==> config.mk <==
export PLATFORM = sky130hd
export DESIGN_NAME = chunked_adder_flags
export DESIGN_NICKNAME = d
export VERILOG_FILES = /design/src/rtl/chunked_adder_pkg.sv /design/src/rtl/chunked_adder_flags_slice.sv /design/src/rtl/chunked_adder_flags.sv
export SDC_FILE = /design/constraint.sdc
export NUM_CORES = 1
export LEC_CHECK = 0
export ABC_AREA = 1
export CAP_MARGIN = 20
export CELL_PAD_IN_SITES_DETAIL_PLACEMENT = 1
export CELL_PAD_IN_SITES_GLOBAL_PLACEMENT = 1
export CORE_UTILIZATION = 39
export DETAILED_ROUTE_END_ITERATION = 16
export PLACE_DENSITY_LB_ADDON = 0.1
export REMOVE_ABC_BUFFERS = 1
export SETUP_SLACK_MARGIN = 0.1
export SYNTH_ARGS = -nofsm -noshare
export SYNTH_HDL_FRONTEND = slang
export SYNTH_SLANG_ARGS = --single-unit
==> constraint.sdc <==
create_clock -name clk -period 7.6 [get_ports clk]
set_clock_uncertainty 0.05 [all_clocks]
set_input_delay 1.52 -clock clk [delete_from_list [all_inputs] [get_ports clk]]
set_output_delay 1.52 -clock clk [all_outputs]
set_load 0.02 [all_outputs]
==> src/rtl/chunked_adder_pkg.sv <==
// Shared definitions for the chunked add/subtract unit: FSM states, flag
// vector layout and chunk-count sizing helpers.
package chunked_adder_pkg;

    typedef enum logic [1:0] {
        IDLE = 2'd0,
        RUN  = 2'd1,
        DONE = 2'd2
    } state_e;

    localparam int unsigned CF     = 0;
    localparam int unsigned ZF     = 1;
    localparam int unsigned SF     = 2;
    localparam int unsigned PF     = 3;
    localparam int unsigned OF     = 4;
    localparam int unsigned NFLAGS = 5;

    function automatic int unsigned nchunk_f(input int unsigned width, input int unsigned chunk);
        return width / chunk;
    endfunction

    // Counter must be at least one bit wide even when there is a single chunk.
    function automatic int unsigned cnt_width_f(input int unsigned width, input int unsigned chunk);
        int unsigned n;
        n = width / chunk;
        return (n <= 1) ? 1 : $clog2(n);
    endfunction

endpackage

==> src/rtl/chunked_adder_flags_slice.sv <==
// Combinational CHUNK-bit ripple-carry adder used once per cycle by the
// chunked add/subtract unit.
module adder_slice #(
    parameter int unsigned CHUNK = 4
) (
    output logic [CHUNK-1:0] sum,
    output logic             cout,
    input  logic             cin,
    input  logic [CHUNK-1:0] a,
    input  logic [CHUNK-1:0] b
);

    always_comb begin
        logic c;
        sum = '0;
        c   = cin;
        for (int unsigned i = 0; i < CHUNK; i++) begin
            sum[i] = a[i] ^ b[i] ^ c;
            c      = (a[i] & b[i]) | (c & (a[i] ^ b[i]));
        end
        cout = c;
    end

endmodule

==> src/rtl/chunked_adder_flags.sv <==
// Multi-cycle WIDTH-bit add/subtract unit: CHUNK bits per clock with a
// registered carry between chunks, valid/ready handshakes and ALU flags.
module chunked_adder_flags
    import chunked_adder_pkg::*;
#(
    parameter int unsigned WIDTH = 16,
    parameter int unsigned CHUNK = 4
) (
    input  logic             clk,
    input  logic             rst,
    input  logic             in_valid,
    output logic             in_ready,
    input  logic [WIDTH-1:0] a,
    input  logic [WIDTH-1:0] b,
    input  logic             cin,
    input  logic             sub,
    output logic             out_valid,
    input  logic             out_ready,
    output logic [WIDTH-1:0] s,
    output logic             cflag,
    output logic             zero,
    output logic             sign,
    output logic             parity,
    output logic             overflow
);

    localparam int unsigned      NCHUNK     = nchunk_f(WIDTH, CHUNK);
    localparam int unsigned      CW         = cnt_width_f(WIDTH, CHUNK);
    localparam logic [CW-1:0]    K_LAST     = CW'(NCHUNK - 1);
    localparam logic [WIDTH-1:0] CHUNK_MASK = WIDTH'({CHUNK{1'b1}});

    state_e              state_q, state_d;
    logic [WIDTH-1:0]    a_q, a_d;
    logic [WIDTH-1:0]    beff_q, beff_d;
    logic [WIDTH-1:0]    s_q, s_d;
    logic                sub_q, sub_d;
    logic                carry_q, carry_d;
    logic [CW-1:0]       k_q, k_d;
    logic [NFLAGS-1:0]   flags_q, flags_d;

    logic [CHUNK-1:0]    a_chunk, b_chunk, sum_chunk;
    logic                cout_chunk;
    logic [WIDTH-1:0]    s_new;
    int unsigned         lsb;

    adder_slice #(.CHUNK(CHUNK)) u_slice (
        .sum  (sum_chunk),
        .cout (cout_chunk),
        .cin  (carry_q),
        .a    (a_chunk),
        .b    (b_chunk)
    );

    // Chunk selection by shifting keeps the carry path to one CHUNK slice.
    always_comb begin
        lsb     = 32'(k_q) * CHUNK;
        a_chunk = CHUNK'(a_q >> lsb);
        b_chunk = CHUNK'(beff_q >> lsb);
        s_new   = (s_q & ~(CHUNK_MASK << lsb)) | (WIDTH'(sum_chunk) << lsb);
    end

    always_comb begin
        state_d = state_q;
        a_d     = a_q;
        beff_d  = beff_q;
        s_d     = s_q;
        sub_d   = sub_q;
        carry_d = carry_q;
        k_d     = k_q;
        flags_d = flags_q;

        case (state_q)
            IDLE: begin
                if (in_valid) begin
                    a_d     = a;
                    beff_d  = sub ? ~b : b;
                    carry_d = sub ? ~cin : cin;
                    sub_d   = sub;
                    k_d     = '0;
                    state_d = RUN;
                end
            end
            RUN: begin
                s_d     = s_new;
                carry_d = cout_chunk;
                if (k_q == K_LAST) begin
                    flags_d[CF] = sub_q ^ cout_chunk;
                    flags_d[ZF] = ~|s_new;
                    flags_d[SF] = s_new[WIDTH-1];
                    flags_d[PF] = ~^s_new;
                    flags_d[OF] = (a_q[WIDTH-1] ^ s_new[WIDTH-1]) &
                                  (beff_q[WIDTH-1] ^ s_new[WIDTH-1]);
                    state_d     = DONE;
                end else begin
                    k_d = k_q + 1'b1;
                end
            end
            DONE: begin
                if (out_ready) begin
                    state_d = IDLE;
                end
            end
            default: state_d = IDLE;
        endcase
    end

    always_ff @(posedge clk) begin
        if (rst) begin
            state_q <= IDLE;
            a_q     <= '0;
            beff_q  <= '0;
            s_q     <= '0;
            sub_q   <= 1'b0;
            carry_q <= 1'b0;
            k_q     <= '0;
            flags_q <= '0;
        end else begin
            state_q <= state_d;
            a_q     <= a_d;
            beff_q  <= beff_d;
            s_q     <= s_d;
            sub_q   <= sub_d;
            carry_q <= carry_d;
            k_q     <= k_d;
            flags_q <= flags_d;
        end
    end

    assign in_ready  = (state_q == IDLE) && !rst;
    assign out_valid = (state_q == DONE);
    assign s         = s_q;
    assign cflag     = flags_q[CF];
    assign zero      = flags_q[ZF];
    assign sign      = flags_q[SF];
    assign parity    = flags_q[PF];
    assign overflow  = flags_q[OF];

endmodule
==> impl_metrics.yaml, run 1 <==
drt:
  routedWlPerCell_microns: 15.01
  drc: 0
  drt_iter0_drc: 87
  antenna_left: 0
  drt-total-wl_microns: 9065
  drt_first_pass_iters: 4
  viasPerCell: 5.073
  num_vias: 3064
power:
  p_int_uw: 671.2
  pwr-share-clk_pct: 36.7
  combPwrFrac_pct: 28.2
  switching_share_pct: 32.32
  p_leak_nw: 1.729
  ir_drop_uv: 98.38
  power_frac_seq_pct: 35.1
  power_uw: 991.7
  switching_power_uw: 320.5
  p_per_area_nw_per_um2: 241.6
timing:
  hold_viol: 0
  fin_crit_sh_pct: 61.89
  finalMaxSlewViolations: 0
  post-route-min-period_ns: 4.704
  relSlewSlack_pct: 38.70
  fmax_mhz: 212.6
  fin_setup_tns_ns: 0
  worst_pin_slew_ns: 0.9166
  rsz0062_at_grt: "no"
  finalSetupViolations: 0
yosys:
  synth_top_area_cell: "dfxtp_1"
  synth_top_area_share_pct: 36.14
  ys.warnings.count: 0
  synth_top_family_by_area: "compound AO/OA/AOI/OAI gates"
  yosys.area_share.simple_pct: 16.62
  synth_compound_area_share_pct: 22.36
  synthesis.area_sq_um: 3268
  synthAdderAreaFrac_pct: 6.662
  ys_types: 31
  synthMuxAreaShare_pct: 0
  synth-seq-cells: 59
  synthXorXnorAreaFrac_pct: 4.824
  syn_inst: 446
  synthTopCellsByArea: "dfxtp_1 (36%), inv_1 (7.8%), nor2_1 (7.1%), nand2_1 (6.2%), o21ai_0 (5.4%)"
  ys_seq_area_share_pct: 36.14
  avgSynthCellArea_sq_um: 7.328
setup_path:
  path_max_fanout: 20
  cpMostUsedCell: "nand2_1"
  end_kind: "flip-flop"
  arrival_ns: 4.92
  reg2reg_from: "k_q[1]"
  cpPeakStageDelay_ns: 0.84
  cpMaxStageDelayCell: "dfxtp_1"
  r2r_slack_ns: 2.90
  path_depth: 23
  critPathBufInv: 7
  cp_top_family: "adder cells"
  timing.critical_path.to: "flags_q[3]"
  required_ns: 7.82
  ff2ff_path_depth: 23
  r2r_end: "flags_q[3]"
  path_cells: "inv_2 > a32o_1 > fa_1 > inv_1 > fa_1 > inv_1 > fa_1 > fa_1 > inv_1 > nand2_1 > o22ai_1 > inv_1 > ha_1 > inv_1 > nand2_1 > nand3_1 > nand2_1 > inv_1 > nand2_1 > nand2_1 > nand2_1 > nand2_1 > a21oi_1"
  startpoint_type: "flip-flop"
  crit_path_start: "k_q[1]"
  path_class: "flip-flop to flip-flop"
clock_tree:
  clk_latency_ns: 0.35
  post_cts_resized: 0
  path_clk_slew_ns: 0.07
  cts_tree: "done"
  h-tree-depth: 3
  holdBufCountCts: 0
  cts_sinks: 59
  cts-root-buf: "clkbuf_8"
  clk_path_buf_depth: 2
  postCtsSetupRepairBufs: 0
  numCtsBuffers: 9
die:
  die_x_microns: 93.54
  coreArea_sq_um: 8175
  ios: 61
  die_h_microns: 93.54
  fp.dieArea_sq_um: 8750
  initial_utilization_pct: 39.98
  rows: 33
run:
  drv_cap: 0
grt:
  antenna_found_initial: 0
  grt_overflow: 0
  grt_pass1_vias: 3253
  grt_pass1_wl_microns: 15260
  grtUsageTotal_pct: 22.46
  grt_max_degree: 41
placed_design:
  port_buffers: 60
  placed_cell_area_sq_um: 3862
  place_congestion: 0.7767
  dpl.hpwl_microns: 6340
finish:
  diodes: 0
  fin_area_sq_um: 4105
  fin_nets: 547
  fill_cells: 1034
  final_layout_size_suffix_gt1_share_pct: 8.417
  layout_common_cells: "inv_1 (68), nor2_1 (62), clkdlybuf4s50_1 (60)"
  area_growth_pct: 25.61
  utilization_pct: 50.21
  final_common_cell: "inv_1"
hold_path:
  hold_class: "flip-flop to flip-flop"
outcome:
  status: "complete, no violations"
-- how the worst min path moves through the flow --
stage / endpoint / slack (ns) / startpoint / depth (start not counted)
5_1_grt: beff_q[2] / 0.44 / beff_q[2] / 2
4_1_cts: beff_q[3] / 0.41 / beff_q[3] / 2
2_1_floorplan: beff_q[0] / 0.38 / beff_q[0] / 2
6_report: beff_q[3] / 0.41 / beff_q[3] / 2
3_5_place_dp: beff_q[3] / 0.40 / beff_q[3] / 2
3_3_place_gp: beff_q[0] / 0.39 / beff_q[0] / 2
-- cell families after synthesis --
group                      Yosys count
and+or+nand+nor                    133
AOI/OAI and AO/OA                  121
buffers and inverters              100
DFF                                 59
xor gates and xnor gates            18
adders and majority gates           15
-- power groups by stage --
stage	clock network, mW	logic [mW]	registers (mW)
after detailed placement	0	0.280	0.355
final	0.364	0.280	0.348
after floorplan	0	0.177	0.360
after global placement	0	0.269	0.354
after CTS	0.369	0.283	0.348
after global routing	0.381	0.319	0.351
-- worst register-to-register path, cell delays in order (launching register included) --
cell and delay [ns]:
dfxtp_1 0.84, inv_2 0.33, a32o_1 0.36, fa_1 0.38, inv_1 0.07, fa_1 0.15, inv_1 0.05, fa_1 0.38
fa_1 0.45, inv_1 0.13, nand2_1 0.10, o22ai_1 0.21, inv_1 0.08, ha_1 0.31, inv_1 0.08, nand2_1 0.08
nand3_1 0.07, nand2_1 0.08, inv_1 0.04, nand2_1 0.08, nand2_1 0.05, nand2_1 0.05, nand2_1 0.05, a21oi_1 0.16
-- final cells by class --
type                            count  area (sq um)  area share, %
Multi-Input combinational cell    287          1649          40.17
Tap cell                          105         131.4          3.200
Sequential cell                    59          1181          28.77
Timing Repair Buffer               63         623.1          15.18
Inverter                           74         277.8          6.766
Clock inverter                      4         97.59          2.377
Clock buffer                       12         145.1          3.536
-- sequential cells by signal, indices dropped and copies added (netlist names) --
name	cells
flags_q	5
k_q	2
carry_q	1
s	16
beff_q	16
state_q	2
sub_q	1
a_q	16
-- cells in the mapped netlist (all sizes together) --
cell	instances
buf	20
o21ai	55
o211ai	1
a22oi	1
nand3	10
ha	11
xor2	8
a32o	2
xnor2	10
fa	4
inv	74
nand2	54
a21oi	37
o22ai	14
a211oi	10
nand4	2
nor2	66
nor3	1
clkbuf	6
dfxtp	59
o21a	1
-- layer usage --
layer	vias up	share of wire (%)	track usage [%]
met1	1457	44	25.31
li1	1528	-	-
met5	-	0	0
met4	0	1.9	9.744
met2	62	51	41.42
met3	17	3.0	3.577
-- stage by stage --
step | hold WS, ns | instances | setup WS [ns]
2_1_floorplan | 0.3765 | 420 | 3.673
3_3_place_gp | 0.3877 | 588 | 3.020
3_5_place_dp | 0.3993 | 588 | 2.998
4_1_cts | 0.4099 | 604 | 2.913
5_1_grt | 0.4358 | 604 | 2.587
6_report | 0.4081 | 604 | 2.896
No activity file was read; power rests on OpenSTA's default activity.
==> inputs of run 2 (changes only) <==
Settings changed: CORE_UTILIZATION 39 to 34.
Clock period 7.6 ns to 4.25 ns, I/O delays scaled along.
==> run 2 against run 1 <==
Net effect:
- worst setup slack got worse by 2.5 ns
- highest routed layer unchanged
- cell count grew 4.8%
- register-to-register slack got worse by 2.5 ns
- critical path depth stayed put
- via count shrank 1.2%
- global-route usage shrank 3.5 points
==> impl_metrics.yaml, run 2 (synthesis gave the netlist of run 1 again) <==
drt:
  routedWlPerCell_microns: 13.92
  num_vias: 3026
  drt_first_pass_iters: 4
  drt_iter0_drc: 70
  viasPerCell: 4.780
  drc: 0
  antenna_left: 0
  drt-total-wl_microns: 8814
hold_path:
  hold_class: "flip-flop to flip-flop"
  min_from: "beff_q[3]"
  hold_depth: 2
  worstHoldEndpoint: "beff_q[3]"
setup_path:
  path_max_fanout: 9
  arrival_ns: 3.99
  required_ns: 4.41
  ff2ff_path_depth: 23
  reg2reg_from: "k_q[1]"
  path_class: "flip-flop to flip-flop"
  r2r_end: "flags_q[3]"
  startpoint_type: "flip-flop"
  r2r_slack_ns: 0.42
  end_kind: "flip-flop"
die:
  die_x_microns: 100.0
  coreArea_sq_um: 9284
  die_h_microns: 100.0
  ios: 61
  initial_utilization_pct: 35.20
  rows: 35
  fp.dieArea_sq_um: 10010
run:
  drv_cap: 0
timing:
  fin_setup_tns_ns: 0
  relSlewSlack_pct: 38.29
  post-route-min-period_ns: 3.832
  fmax_mhz: 260.9
  hold_slack_ns: 0.4069
  finalMaxSlewViolations: 0
  hold_viol: 0
  layout_setup_ws_ns: 0.4176
  finalSetupViolations: 0
  fin_crit_sh_pct: 90.17
  worst_pin_slew_ns: 0.9227
  rsz0062_at_grt: "no"
clock_tree:
  clk_latency_ns: 0.34
  clk_path_buf_depth: 2
  holdBufCountCts: 0
  numCtsBuffers: 9
  cts-root-buf: "clkbuf_8"
  post_cts_resized: 0
  cts_tree: "done"
  path_clk_slew_ns: 0.07
  cts_sinks: 59
  postCtsSetupRepairBufs: 0
  h-tree-depth: 3
placed_design:
  placed_cells: 617
  dpl.hpwl_microns: 6533
  place_congestion: 0.7533
  pre_cts_ws_ns: 0.2633
  port_buffers: 60
  placed_cell_area_sq_um: 3930
power:
  switching_power_uw: 556.8
  pwr-share-clk_pct: 31.6
  p_int_mw: 1.080
  combPwrFrac_pct: 30.6
  power_frac_seq_pct: 37.8
  switching_share_pct: 34.01
  ir_drop_uv: 160.8
  p_per_area_nw_per_um2: 396.4
  power_mw: 1.637
  p_leak_nw: 1.736
finish:
  fin_area_sq_um: 4130
  final_layout_size_suffix_gt1_share_pct: 9.722
  diodes: 0
  utilization_pct: 44.49
  area_growth_pct: 26.38
  stdcell_count: 633
  final_common_cell: "inv_1"
  layout_common_cells: "inv_1 (68), nor2_1 (62), clkdlybuf4s50_1 (60)"
  fin_nets: 552
grt:
  grt_max_degree: 41
  grt_pass1_vias: 3075
  grt_overflow: 0
  antenna_found_initial: 0
  grt_pass1_wl_microns: 14680
  grtUsageTotal_pct: 18.95
outcome:
  status: "complete, no violations"
run 2: cell count changes in the layout (fill, tap and decap cells not counted), sizes merged:
cell    delta
clkbuf     -1
bufinv     -2
buf        +5
clkinv     +3
run 2: worst max-delay path by stage:
stage               startpoint          to  slack, ns  cells past startpoint
finish                  k_q[1]  flags_q[3]       0.42                     23
CTS                     k_q[0]  flags_q[3]       0.26                     23
global route            k_q[1]  flags_q[3]       0.11                     23
floorplan               k_q[0]  flags_q[3]       0.32                     23
global placement        k_q[0]  flags_q[3]       0.43                     23
detailed placement      k_q[0]  flags_q[3]       0.26                     23
run 2: area by class of cell:
type                            instances  area (sq um)
Multi-Input combinational cell        287          1649
Fill cell                            1212          5154
Inverter                               74         280.3
Timing Repair Buffer                   68         660.6
Clock buffer                           11         141.4
Tap cell                              129         161.4
Sequential cell                        59          1185
Clock inverter                          5         52.55
run 2: metal layers:
| metal | share of wire (%) | track usage (%) | wire [microns] | up-vias |
|---|---|---|---|---|
| met5 | 0 | 0 | 0 | - |
| met4 | 1.4 | 5.797 | 119 | 0 |
| met3 | 2.3 | 3.969 | 207 | 10 |
| met2 | 51 | 33.95 | 4463 | 42 |
| met1 | 46 | 22.71 | 4023 | 1442 |
| li1 | - | - | - | 1532 |
run 2: power by group through the flow:
stage / logic, mW / clock network (mW) / registers, mW
after CTS: 0.508 / 0.535 / 0.620
after detailed placement: 0.506 / 0 / 0.632
final: 0.500 / 0.517 / 0.620
after global routing: 0.571 / 0.562 / 0.625
after global placement: 0.490 / 0 / 0.631
after floorplan: 0.316 / 0 / 0.643
run 2: critical path: stages, from the launching register on:
cell and delay (ns):
dfxtp_1 0.38, inv_2 0.12, a32o_1 0.30, fa_1 0.38
inv_1 0.07, fa_1 0.15, inv_1 0.05, fa_1 0.38
fa_1 0.43, inv_1 0.12, nand2_1 0.09, o22ai_1 0.16
inv_1 0.07, ha_1 0.30, nand2_1 0.09, inv_1 0.04
nor2_1 0.08, nand2_1 0.07, nand2_1 0.06, nand2_1 0.07
nand2_1 0.06, nand2_1 0.06, nand2_1 0.06, a21oi_1 0.06
